==> config.mk <==
export PLATFORM = sky130hd
export DESIGN_NAME = instr_mem_pipelined
export DESIGN_NICKNAME = d
export VERILOG_FILES = /design/src/rtl/instr_mem_pipelined.sv
export SDC_FILE = /design/constraint.sdc
export NUM_CORES = 2
export LEC_CHECK = 0
export ABC_CLOCK_PERIOD_IN_PS = 3880
export BUFFER_PORTS_ARGS = -buffer_cell sky130_fd_sc_hd__buf_2
export CAP_MARGIN = 30
export CORE_MARGIN = 2
export CORE_UTILIZATION = 42
export CTS_BUF_LIST = sky130_fd_sc_hd__clkbuf_4 sky130_fd_sc_hd__clkbuf_8 sky130_fd_sc_hd__clkbuf_16
export DETAILED_ROUTE_END_ITERATION = 12
export PLACE_DENSITY = 0.68
export SYNTH_ARGS = -nofsm -noshare
export SYNTH_HDL_FRONTEND = slang
export SYNTH_SLANG_ARGS = --single-unit
==> constraint.sdc <==
create_clock -name clk -period 3.88 [get_ports clk]
set_input_delay 0.776 -clock clk [delete_from_list [all_inputs] [get_ports clk]]
set_output_delay 0.776 -clock clk [all_outputs]
set_load 0.02 [all_outputs]
==> src/rtl/instr_mem_pipelined.sv <==
// Instruction memory for the MIPS datapath.
// After reset it zero-fills itself. It can then be loaded at run time through a streaming
// program port. Fetches use a req/ready handshake and return data after a fixed latency of
// 1 or 2 cycles. Misaligned and out-of-range fetches return a zero word and raise fault flags.
module instr_mem_pipelined #(
  parameter int ADDR_W     = 32,
  parameter int DATA_W     = 32,
  parameter int DEPTH      = 64,
  parameter int RD_LATENCY = 1
) (
  input  logic              clk,
  input  logic              reset,
  input  logic              fetch_req,
  input  logic [ADDR_W-1:0] fetch_addr,
  input  logic              fetch_stall,
  output logic              fetch_ready,
  output logic [DATA_W-1:0] instr_out,
  output logic              instr_valid,
  output logic              fault_misalign,
  output logic              fault_range,
  input  logic              prog_start,
  input  logic              prog_valid,
  input  logic [DATA_W-1:0] prog_wdata,
  input  logic              prog_last,
  output logic              prog_done,
  output logic              busy
);

  localparam int PTR_W = $clog2(DEPTH);
  localparam int IDX_W = ADDR_W - 2;
  localparam logic [PTR_W-1:0] LAST_PTR  = PTR_W'(DEPTH - 1);
  localparam logic [IDX_W-1:0] DEPTH_IDX = IDX_W'(DEPTH);

  typedef enum logic [1:0] {CLEAR, IDLE, PROG} state_e;

  state_e            state_q;
  logic [PTR_W-1:0]  wrPtr_q;
  logic              progDone_q;
  logic [DATA_W-1:0] mem [DEPTH];

  logic              memWe_d;
  logic [DATA_W-1:0] memWdata_d;

  logic              fetchAccept;
  logic [IDX_W-1:0]  fetchIdx;
  logic              fetchMis;
  logic              fetchRng;
  logic [DATA_W-1:0] fetchData;

  logic              pipeValid;
  logic [DATA_W-1:0] pipeData;
  logic              pipeMis;
  logic              pipeRng;

  logic [DATA_W-1:0] instrOut_q;
  logic              instrValid_q;
  logic              faultMis_q;
  logic              faultRng_q;

  // Sequence the memory through clear, idle and program phases.
  // In these phases the write pointer is advanced and the done pulse is raised.
  always_ff @(posedge clk) begin
    if (reset) begin
      state_q    <= CLEAR;
      wrPtr_q    <= '0;
      progDone_q <= 1'b0;
    end else begin
      progDone_q <= 1'b0;
      case (state_q)
        CLEAR: begin
          wrPtr_q <= wrPtr_q + 1'b1;
          if (wrPtr_q == LAST_PTR) begin
            state_q <= IDLE;
            wrPtr_q <= '0;
          end
        end
        IDLE: begin
          if (prog_start) begin
            state_q <= PROG;
            wrPtr_q <= '0;
          end
        end
        PROG: begin
          if (prog_valid) begin
            wrPtr_q <= wrPtr_q + 1'b1;
            if (prog_last || (wrPtr_q == LAST_PTR)) begin
              state_q    <= IDLE;
              progDone_q <= 1'b1;
            end
          end
        end
        default: state_q <= CLEAR;
      endcase
    end
  end

  // Select what, if anything, is written at the write pointer this cycle.
  always_comb begin
    memWe_d    = 1'b0;
    memWdata_d = '0;
    if (!reset) begin
      if (state_q == CLEAR) begin
        memWe_d = 1'b1;
      end else if ((state_q == PROG) && prog_valid) begin
        memWe_d    = 1'b1;
        memWdata_d = prog_wdata;
      end
    end
  end

  // The storage array has no reset; the clear phase zero-fills it instead.
  always_ff @(posedge clk) begin
    if (memWe_d) begin
      mem[wrPtr_q] <= memWdata_d;
    end
  end

  assign fetch_ready = ~reset & (state_q == IDLE) & ~fetch_stall & ~prog_start;
  assign fetchAccept = fetch_req & fetch_ready;
  assign fetchIdx    = fetch_addr[ADDR_W-1:2];
  assign fetchMis    = |fetch_addr[1:0];
  assign fetchRng    = fetchIdx >= DEPTH_IDX;

  // Faulted fetches never touch the array and return a zero word.
  always_comb begin
    fetchData = '0;
    if (!fetchMis && !fetchRng) begin
      fetchData = mem[fetchIdx[PTR_W-1:0]];
    end
  end

  generate
    if (RD_LATENCY == 2) begin : gLat2
      logic              s1Valid_q;
      logic [DATA_W-1:0] s1Data_q;
      logic              s1Mis_q;
      logic              s1Rng_q;

      // Extra stage for the two-cycle configuration; it freezes together with the outputs.
      always_ff @(posedge clk) begin
        if (reset) begin
          s1Valid_q <= 1'b0;
          s1Data_q  <= '0;
          s1Mis_q   <= 1'b0;
          s1Rng_q   <= 1'b0;
        end else if (!fetch_stall) begin
          s1Valid_q <= fetchAccept;
          s1Data_q  <= fetchData;
          s1Mis_q   <= fetchMis;
          s1Rng_q   <= fetchRng;
        end
      end

      assign pipeValid = s1Valid_q;
      assign pipeData  = s1Data_q;
      assign pipeMis   = s1Mis_q;
      assign pipeRng   = s1Rng_q;
    end else begin : gLat1
      assign pipeValid = fetchAccept;
      assign pipeData  = fetchData;
      assign pipeMis   = fetchMis;
      assign pipeRng   = fetchRng;
    end
  endgenerate

  // Output stage: it presents a completing fetch for one cycle. Between fetches, instr_out
  // keeps its last word. All outputs freeze while stalled.
  always_ff @(posedge clk) begin
    if (reset) begin
      instrOut_q   <= '0;
      instrValid_q <= 1'b0;
      faultMis_q   <= 1'b0;
      faultRng_q   <= 1'b0;
    end else if (!fetch_stall) begin
      instrValid_q <= pipeValid;
      faultMis_q   <= pipeValid & pipeMis;
      faultRng_q   <= pipeValid & pipeRng;
      if (pipeValid) begin
        instrOut_q <= pipeData;
      end
    end
  end

  assign instr_out      = instrOut_q;
  assign instr_valid    = instrValid_q;
  assign fault_misalign = faultMis_q;
  assign fault_range    = faultRng_q;
  assign prog_done      = progDone_q;
  assign busy           = (state_q != IDLE);

endmodule
==> out/summary.md <==
Setup repair after global routing left no endpoint under its margin. The initial core utilization came out at 0.424. The detail route stage leaves a number of antenna-violating nets equal to 0.

For the final routed database, the setup TNS stands at 0 ns. The shortest period the worst path allows was 3.19 ns. The logs give 17700 um2 for the area occupied by multi-input gates and 62400 um2 for the storage element area. Entering global routing, the biggest net connects 65 pins.

For this run, the detailed router's first-pass iteration total came to 5. The run gives 138000 um as the final HPWL from detailed placement. The count of flip-flops with a built-in enable after synthesis came out at 2048. The worst voltage drop across the vdd grid came out at 0.315 mV.

The path class of the lowest-slack min-delay path was input pin to register. In this run the standard cell core region covers 191000 um2. The count of unresolved DRC violations after routing was 0; the met2 track utilization from global routing was 0.382. The worst setup path is launched from a register. The tools report the share of the yosys chip area belonging to registers as 0.772.

The count of endpoints failing setup in the final report was 0. Fraction of final layout cells sized beyond drive strength 1: 0.317. 109 I/O pins were placed. Synthesis handed over a netlist of 3730 instances. The H-tree was split into 4 levels. In this run the power density over the cells is 483 nW/um2. The remaining max-slew budget at the tightest pin was 0.182; the total detailed-routing wirelength was 230000 um. Based on the critical path, the design can be clocked at up to 313 MHz.

The library cells used most frequently in the layout, excluding fill and tap cells, are sky130_fd_sc_hd__edfxtp_1, sky130_fd_sc_hd__mux4_2, sky130_fd_sc_hd__buf_4, sky130_fd_sc_hd__mux2i_1, sky130_fd_sc_hd__clkbuf_16. For this design, the CTS-stage hold fixing added 0 buffers. The critical path in this run is classified as register to register. The overall global routing resource usage is 0.233. The synthesized flop and latch total was 2092; the total count of hold-check failures in the final report was 0. The peak fanout along the critical path is 26. The tree built by TritonCTS fans out to 2092 sinks. The die height is 443 um. The number of rows in the core area is 160, and the via count of the first global-routing pass is 41700. Summed over all layers, the global routing overflow is 0. The share of synthesized flip-flops with an asynchronous set or reset came out at 0. The run finished with clean final reports.

The signal on the critical path passes through inv_1 > ha_1 > a21oi_1 > nor3_1 > nand2_1 > buf_4 > nor2_4 > buf_12. The global routing stage identified its most utilized layer as met2. For this design, the slowest cell found on the critical path is sky130_fd_sc_hd__nor3_1. Buffers added to address setup during post-CTS repair amount to 0.

After clock tree synthesis, the clock-pin slew on the worst setup and hold paths is 0.06 ns. The initial antenna violation count was 6; the number of max-cap violations was 0. At the later pin of the worst-skew pair, clock insertion delay measures 0.85 ns.

The number of buffers on the longest clock path is 3. Counting the buffers created by CTS gives 195. The average routed wire per standard cell was 33.8 um; the number of instances resized during post-cts repair was 0.

The run gives 0.247 ns as the minimum hold slack. Among all flip-flop cells after synthesis, the most frequent one is sky130_fd_sc_hd__edfxtp_1. Data on the critical path is required at its endpoint by 4.38 ns. For the pin with the worst max-slew slack, the measured transition is 1.23 ns. The width of the chip was 443 um. In this run the static leakage power is 32.7 nW. Dividing the synthesized area by the synthesized cell count gives 21.7 um2.

The longest individual stage delay on the worst path was 0.46 ns. TritonCTS built the clock tree. At the end of the flow, the number of nets in the layout was 4209.

The logs give 0 for the total count of max-transition violations in the final report and 196000 um2 for the die outline area. The combined buffer and inverter count along the critical path came out at 3. Summing every instance area after synthesis gives 80800 um2. When the netlist entered floorplanning its net count stood at 3807. The congestion estimate from routability-driven global placement came to 0.835. The worst setup path is captured at a register. Data arrives at the worst endpoint at 3.69 ns.

Clock tree synthesis selected as its root buffer the cell sky130_fd_sc_hd__clkbuf_16. Yosys printed 0 warnings. After filler insertion, the fill cell instance count of the layout stands at 15000.

The kind of cell adding the most delay to the critical path was simple AND/OR/NAND/NOR gates. The part of the cycle the worst path needs is 0.823, and the port buffer count is 108. The layout overhead on the synthesized area came out at 16.0%. Vias after detailed routing: 41800. The met3 capacity usage during global routing is 0.0446.

The run gives 76 as the number of library cell types mapped by synthesis. The first global-routing pass estimated 321000 um of wire. In the routed layout, each cell is associated on average with a via count of 6.13.

For this block, the initial DRC count from the detailed router was 6694. The run gives 0.304 as the routing usage on met1. The commonest non-fill, non-tap cell in the layout was sky130_fd_sc_hd__edfxtp_1. For the post-route clock skew, the log shows 0.0258 ns.
[worst paths after layout]
check               startpoint           end  slack, ns  cells past startpoint
hold / removal       prog_last     prog_done       0.25                      3
setup / recovery    state_q[0]   mem[56][19]       0.69                      8
hold reg to reg   instr_out[8]  instr_out[8]       0.45                      2
setup reg to reg    state_q[0]   mem[56][19]       0.69                      8
[Yosys cell counts (all sizes together) (6+ instances only)]
cell type,instances,area (um2)
o221ai,10,87.6
and2,37,231
clkbuf,53,199
nand4,16,100
nand2b,12,75.1
dfxtp,44,881
a21oi,43,215
a22o,6,52.6
ha,6,75.1
nand3,39,195
edfxtp,2048,61500
o211ai,9,67.6
nor2b,25,156
buf,149,962
nor3,18,90.1
mux2i,204,2040
a22oi,57,428
mux4,464,10500
a221oi,11,96.3
inv,9,33.8
nand2,112,423
a211oi,14,105
a32oi,9,78.8
o21ai,24,120
o31ai,6,50.1
mux2,46,518
nor4,14,100
and3,7,43.8
o22ai,42,263
a31oi,6,37.5
nor2,114,428
[sequential cells by signal, summed over array words and instances (netlist names)]
signal,cells
prog_done,1
state_q,2
fault_misalign,1
mem,2048
fault_range,1
instr_out,32
instr_valid,1
wrPtr_q,6
[metrics by stage]
step	instances	setup slack [ns]	power (mW)	instance area, um2	utilization
3_5_place_dp	6443	0.0250	26.5	87200	0.457
5_1_grt	6812	0.637	46.3	93700	0.492
2_1_floorplan	3730	0.543	25.9	80800	-
6_report	6813	0.687	45.2	93700	0.492
3_3_place_gp	6439	0.00649	26.5	87100	0.457
4_1_cts	6807	0.753	45.4	93600	0.491
[worst reg2reg max path, cell delays in order (launching register included)]
cell and delay (ns):
sky130_fd_sc_hd__dfxtp_1 0.36, sky130_fd_sc_hd__inv_1 0.10, sky130_fd_sc_hd__ha_1 0.27, sky130_fd_sc_hd__a21oi_1 0.19
sky130_fd_sc_hd__nor3_1 0.46, sky130_fd_sc_hd__nand2_1 0.39, sky130_fd_sc_hd__buf_4 0.32, sky130_fd_sc_hd__nor2_4 0.36
sky130_fd_sc_hd__buf_12 0.31
[routing by layer]
layer,part of all wire,up-vias
met4,0.050,4
met2,0.49,2622
met1,0.36,22100
met3,0.10,509
met5,0.00015,-
li1,-,16500
[cell families (layout without fill, tap and decap cells)]
| group | count (synthesis) | after routing | share of synthesized area |
|---|---|---|---|
| buffers and inverters | 211 | 780 | 0.0148 |
| DFF | 2092 | 2092 | 0.772 |
| and+or+nand+nor | 427 | 427 | 0.0264 |
| adders and majority gates | 6 | 6 | 0.000929 |
| AOI/OAI and AO/OA | 276 | 276 | 0.0240 |
| xor gates and xnor gates | 4 | 4 | 0.000434 |
| muxes | 714 | 714 | 0.161 |
| other | 0 | 3 | 0 |
[cell type report]
| cell class | instances | area share |
|---|---|---|
| multi-input cells | 1427 | 0.189 |
| well taps | 2511 | 0.0335 |
| inverters | 9 | 0.000387 |
| clock buffers | 264 | 0.0586 |
| clock inverters | 100 | 0.0105 |
| flip-flops and latches | 2092 | 0.666 |
| diodes | 3 | 0.0000801 |
| repair buffers | 407 | 0.0418 |
[report_power, final]
part	switching (mW)	internal, mW
clock	8.32	10.9
sequential	0.0175	24.5
combinational	0.940	0.616
Note: power is estimated with default switching activity, not from simulation.
